### src/rtl/alu_operand_buffer.sv
// Two-entry in-order operand buffer in front of the ALU: holds {A, B, opcode}
// sets, flags opcodes the ALU does not define, and counts issued entries.
module alu_operand_buffer (
    input  logic        clk,
    input  logic        reset,
    input  logic        in_valid,
    output logic        in_ready,
    input  logic [31:0] in_a,
    input  logic [31:0] in_b,
    input  logic [2:0]  in_op,
    input  logic        flush,
    output logic        out_valid,
    input  logic        out_ready,
    output logic [31:0] A,
    output logic [31:0] B,
    output logic [2:0]  ALUOp,
    output logic        out_illegal,
    output logic [31:0] issued_cnt
);

    typedef struct packed {
        logic [31:0] a;
        logic [31:0] b;
        logic [2:0]  op;
    } entry_t;

    logic [1:0]  count_q, count_d;
    entry_t      head_q, head_d;
    entry_t      tail_q, tail_d;
    logic [31:0] issued_q, issued_d;
    logic        push, pop;
    entry_t      in_entry;

    assign in_entry  = '{a: in_a, b: in_b, op: in_op};
    assign in_ready  = (count_q != 2'd2) & ~flush;
    assign out_valid = (count_q != 2'd0);
    assign push      = in_valid & in_ready;
    // flush wins over a coincident pop, so such a pop is never counted.
    assign pop       = out_valid & out_ready & ~flush;

    always_comb begin
        // NOTE: every signal gets a default first so no path can infer a latch.
        count_d  = count_q;
        head_d   = head_q;
        tail_d   = tail_q;
        issued_d = issued_q;

        if (flush) begin
            count_d = 2'd0;
        end else begin
            if (pop) head_d = tail_q;
            if (push) begin
                // The new entry becomes the head when the buffer is, or is about to be, empty.
                if (count_q == 2'd0 || (count_q == 2'd1 && pop)) head_d = in_entry;
                else                                              tail_d = in_entry;
            end
            count_d  = count_q + 2'(push) - 2'(pop);
            issued_d = issued_q + 32'(pop);
        end
    end

    always_ff @(posedge clk or posedge reset) begin
        // NOTE: the entry storage is reset too, so no stale operands survive a reset.
        if (reset) begin
            count_q  <= '0;
            head_q   <= '0;
            tail_q   <= '0;
            issued_q <= '0;
        end else begin
            // NOTE: non-blocking assignments keep all state updates on the same edge.
            count_q  <= count_d;
            head_q   <= head_d;
            tail_q   <= tail_d;
            issued_q <= issued_d;
        end
    end

    // Stale entry contents are masked so an empty buffer drives zeros to the ALU.
    assign A           = out_valid ? head_q.a  : 32'd0;
    assign B           = out_valid ? head_q.b  : 32'd0;
    assign ALUOp       = out_valid ? head_q.op : 3'd0;
    assign out_illegal = out_valid & (ALUOp == 3'b110 || ALUOp == 3'b111);
    assign issued_cnt  = issued_q;

endmodule

### config.mk
export PLATFORM = sky130hd
export DESIGN_NAME = alu_operand_buffer
export DESIGN_NICKNAME = d
export VERILOG_FILES = /design/src/rtl/alu_operand_buffer.sv
export SDC_FILE = /design/constraint.sdc
export NUM_CORES = 1
export LEC_CHECK = 0
export BUFFER_PORTS_ARGS = -buffer_cell sky130_fd_sc_hd__buf_2
export CAP_MARGIN = 10
export CORE_AREA = 8 8 141 143
export DETAILED_ROUTE_END_ITERATION = 7
export DIE_AREA = 0 0 149 151
export PLACE_DENSITY = 0.67
export SETUP_SLACK_MARGIN = 0.5
export SLEW_MARGIN = 10
export SYNTH_ARGS = -nofsm -noshare
export SYNTH_HDL_FRONTEND = slang
export SYNTH_SLANG_ARGS = --single-unit
### constraint.sdc
create_clock -name clk -period 8.5 [get_ports clk]
set_clock_uncertainty 0.2 [all_clocks]
set_input_delay 1.7 -clock clk [delete_from_list [all_inputs] [get_ports clk]]
set_output_delay 1.7 -clock clk [all_outputs]
set_load 0.05 [all_outputs]
==> reports/summary.txt <==
Initial DRC Count - 270
Post-synth EDFFs - 0
Initial core utilization - 43.7%
Total global routing overflow - 0
Minimum clock period after layout - 5.13 ns
Nets@finish - 961
Die X - 149 um
Outcome - completed
Core Box Area - 17,700 um2
Pins Over Slew Limit - 0
Final setup TNS - 0 ns
Wirelength, routed - 18,900 um
R2R Path Start - count_q[1]
Register area - 4200 um2
Pleak - 4.47 nW
CP required - 6.60 ns
Pwr Density - 319 nW/um2
Skew-Pair Late Insertion Delay - 0.42 ns
Post-route clock period utilization - 60.4%
Rel. slew slack - 32.2%
Htree depth - 4
Slowest stage delay, CP - 0.62 ns
Die Ht - 151 um
Seq cells post-synth - 168
Highest-delay cell along the critical path - buf_2
Most frequent cell after synthesis - dfrtp_1
Max clock buf depth - 2
Hold Crit Start - issued_cnt[31]
Clock Pin Slew Worst Setup and Hold Paths - 0.06 ns
Setup crit end kind - primary output
Synthesized area per cell - 10.5 um2
Distinct cells, synth - 37
Final Setup Violations - 0
Top post-synthesis cells by count - dfrtp_1 (168), nand2_1 (81), nor2_1 (76)
CTS Sinks - 168
Switching portion of total power - 36.0%
Gates resized, CTS repair - 0
ANT nets after route - 0
Post-Syn Instances - 738
I/O pin total - 174
DR WL/cell - 16.8 um
# rows - 49
Clock root buffer - clkbuf_16
Crit path launch - flush
Sequential share of the synthesized area - 54.4%
First-pass DRT Iterations - 4
Worst Hold Class - reg -> reg
Flop pwr share - 41.5%
CTS tree - done
DR vias - 5,812
Clk pwr share - 27.5%
Layout area overhead - 21.1%
Startpoint types - input port
Port Buffer Count - 173
Synthesized area - 7720 um2
Fraction of layout cells with a size suffix above 1 - 32.5%
Hold Fails Final Rpt - 0
Post-route worst setup slack - 3.37 ns
Fillcell total - 1,599
Crit path buf inv count - 3
Pin count of the biggest net entering global routing - 99
Vias/cell - 5.15
Kind of critical path - in -> out
CP most frequent cell - buf_2
Combinational share of power - 31.0%
RSZ-0062 raised after global routing - no
Fmax - 195 MHz
Cts bufs inserted - 17
Multi-input gate area - 3280 um2
Int Power - 0.00191 W
VDD IR max - 0.172 mV
Ranking of synthesized cells by area - dfrtp_1 (54%), mux2_2 (10%), o31ai_1 (6.5%), and2_1 (5.6%), nor3_1 (4.5%)
Vias in the first global route - 5,915
Die ar. - 22,500 um2
GP Congestion - 0.740
Async set-reset flop share out of synthesis - 100%
Cts hold-fix bufs - 0
Least-Margin Pin Slew - 1.02 ns
P_sw - 0.00108 W
First-pass GRT wire length - 31,300 um
Gr usage total - 17.2%
Initial antenna violation count - 2
Top-area cell type share of the netlist area - 54.4%
Worst Path Max Fanout - 41
Critical path arrival - 3.23 ns
Hpwl dp - 12,200 um
Post-route DRC violation count - 0
Crit-path cells - buf_2 -> buf_4 -> a21oi_1 -> buf_2
YS warnings - 0
Yosys top cell by area - dfrtp_1
Synthesized net count - 814
Critical path's top delay family - buffers and inverters
Dpl ws - 3.34 ns
Setup bufs post-CTS - 0
Max-cap violations - 0
Ys flop type - dfrtp_1
[worst register-to-register path: cells and delay by family (launching register included)]
family,cells,cell delay [ns]
buffers and inverters,3,1.44
and+or+nand+nor,6,1.11
DFF,1,0.43
adders and majority gates,1,0.28
xor gates and xnor gates,1,0.14
[cell usage in the layout, fill, tap and decap left out, types with 2 or more instances in the layout]
cell type   synthesis  final
xor2_1              9      9
o31ai_1            67     67
mux2_2             69     69
buf_2               9    173
clkinvlp_4          0      4
xnor2_1            23     23
nand3_1            12     12
inv_6               0      5
clkbuf_16           0     17
ha_1                4      4
nand2_1            81     81
inv_1               5      4
nand4_1             6      6
inv_2               2      2
nand2b_1            3      3
and2_1             69     69
and4_1              3      3
nor4_1              2      2
nor3_1             70     70
buf_4               1      7
dfrtp_1           168    168
and3_1              3      3
clkbuf_8            0      3
bufinv_16           0      3
nor2_1             76     76
[layout make-up]
| cell class | instances | area share (%) |
|---|---|---|
| Antenna cell | 1 | 0.0267 |
| Clock buffer | 20 | 4.99 |
| Clock inverter | 12 | 1.75 |
| Inverter | 7 | 0.334 |
| Multi-Input combinational cell | 511 | 35.1 |
| Sequential cell | 168 | 44.9 |
| Tap cell | 229 | 3.06 |
| Timing Repair Buffer | 180 | 9.82 |
[power by group through the flow]
stage                     combinational [W]  clock [W]  sequential (W)
final                              0.000927   0.000820         0.00124
after floorplan                    0.000735          0         0.00123
after detailed placement           0.000944          0         0.00125
after global placement             0.000922          0         0.00124
after CTS                          0.000944   0.000839         0.00124
after global routing                0.00101   0.000875         0.00128
[registers in the layout, indices dropped and copies added (netlist names)]
name and count:
head_q 67, tail_q 67, issued_cnt 32, count_q 2
[cells by family (layout without fill, tap and decap cells)]
family / count (synthesis) / in the layout / synth area share, %
other: 0 / 1 / 0
buffers and inverters: 59 / 219 / 3.16
AO/OA/AOI/OAI: 69 / 69 / 6.67
flip-flops: 168 / 168 / 54.4
adder cells (fa/ha/maj): 4 / 4 / 0.648
multiplexers: 69 / 69 / 10.1
AND/OR/NAND/NOR: 337 / 337 / 21.4
XOR/XNOR: 32 / 32 / 3.63
[path summary, 6_finish.rpt]
kind / to / slack [ns] / cells after the start
worst max-delay path: in_ready / 3.37 / 4
worst min-delay path: issued_cnt[31] / 0.27 / 1
worst max register to register: issued_cnt[25] / 4.79 / 11
worst min register to register: issued_cnt[31] / 0.27 / 1
max in group asynchronous: tail_q[56] / 5.42 / 3
min in group asynchronous: head_q[29] / 1.24 / 2
[stage by stage]
| stage | hold slack [ns] | cell area, um2 | utilization, % | total power, W | std cells |
|---|---|---|---|---|---|
| after CTS | 0.268 | 9350 | 53.0 | 0.00302 | 1127 |
| after detailed placement | 0.253 | 8720 | 49.4 | 0.00219 | 1095 |
| after global placement | 0.254 | 8720 | 49.4 | 0.00216 | 1095 |
| final | 0.268 | 9360 | 53.0 | 0.00299 | 1128 |
| after floorplan | 0.281 | 7720 | - | 0.00196 | 738 |
| after global routing | 0.302 | 9360 | 53.0 | 0.00316 | 1128 |
[routing by layer]
metal / GRT usage (%) / routed length (um) / part of all wire (%)
met3: 4.60 / 1100 / 5.8
met2: 26.7 / 8800 / 46
met1: 23.6 / 8880 / 47
met4: 4.29 / 149 / 0.79
met5: 0 / 10 / 0.053
Note: power is estimated with default switching activity, not from simulation.
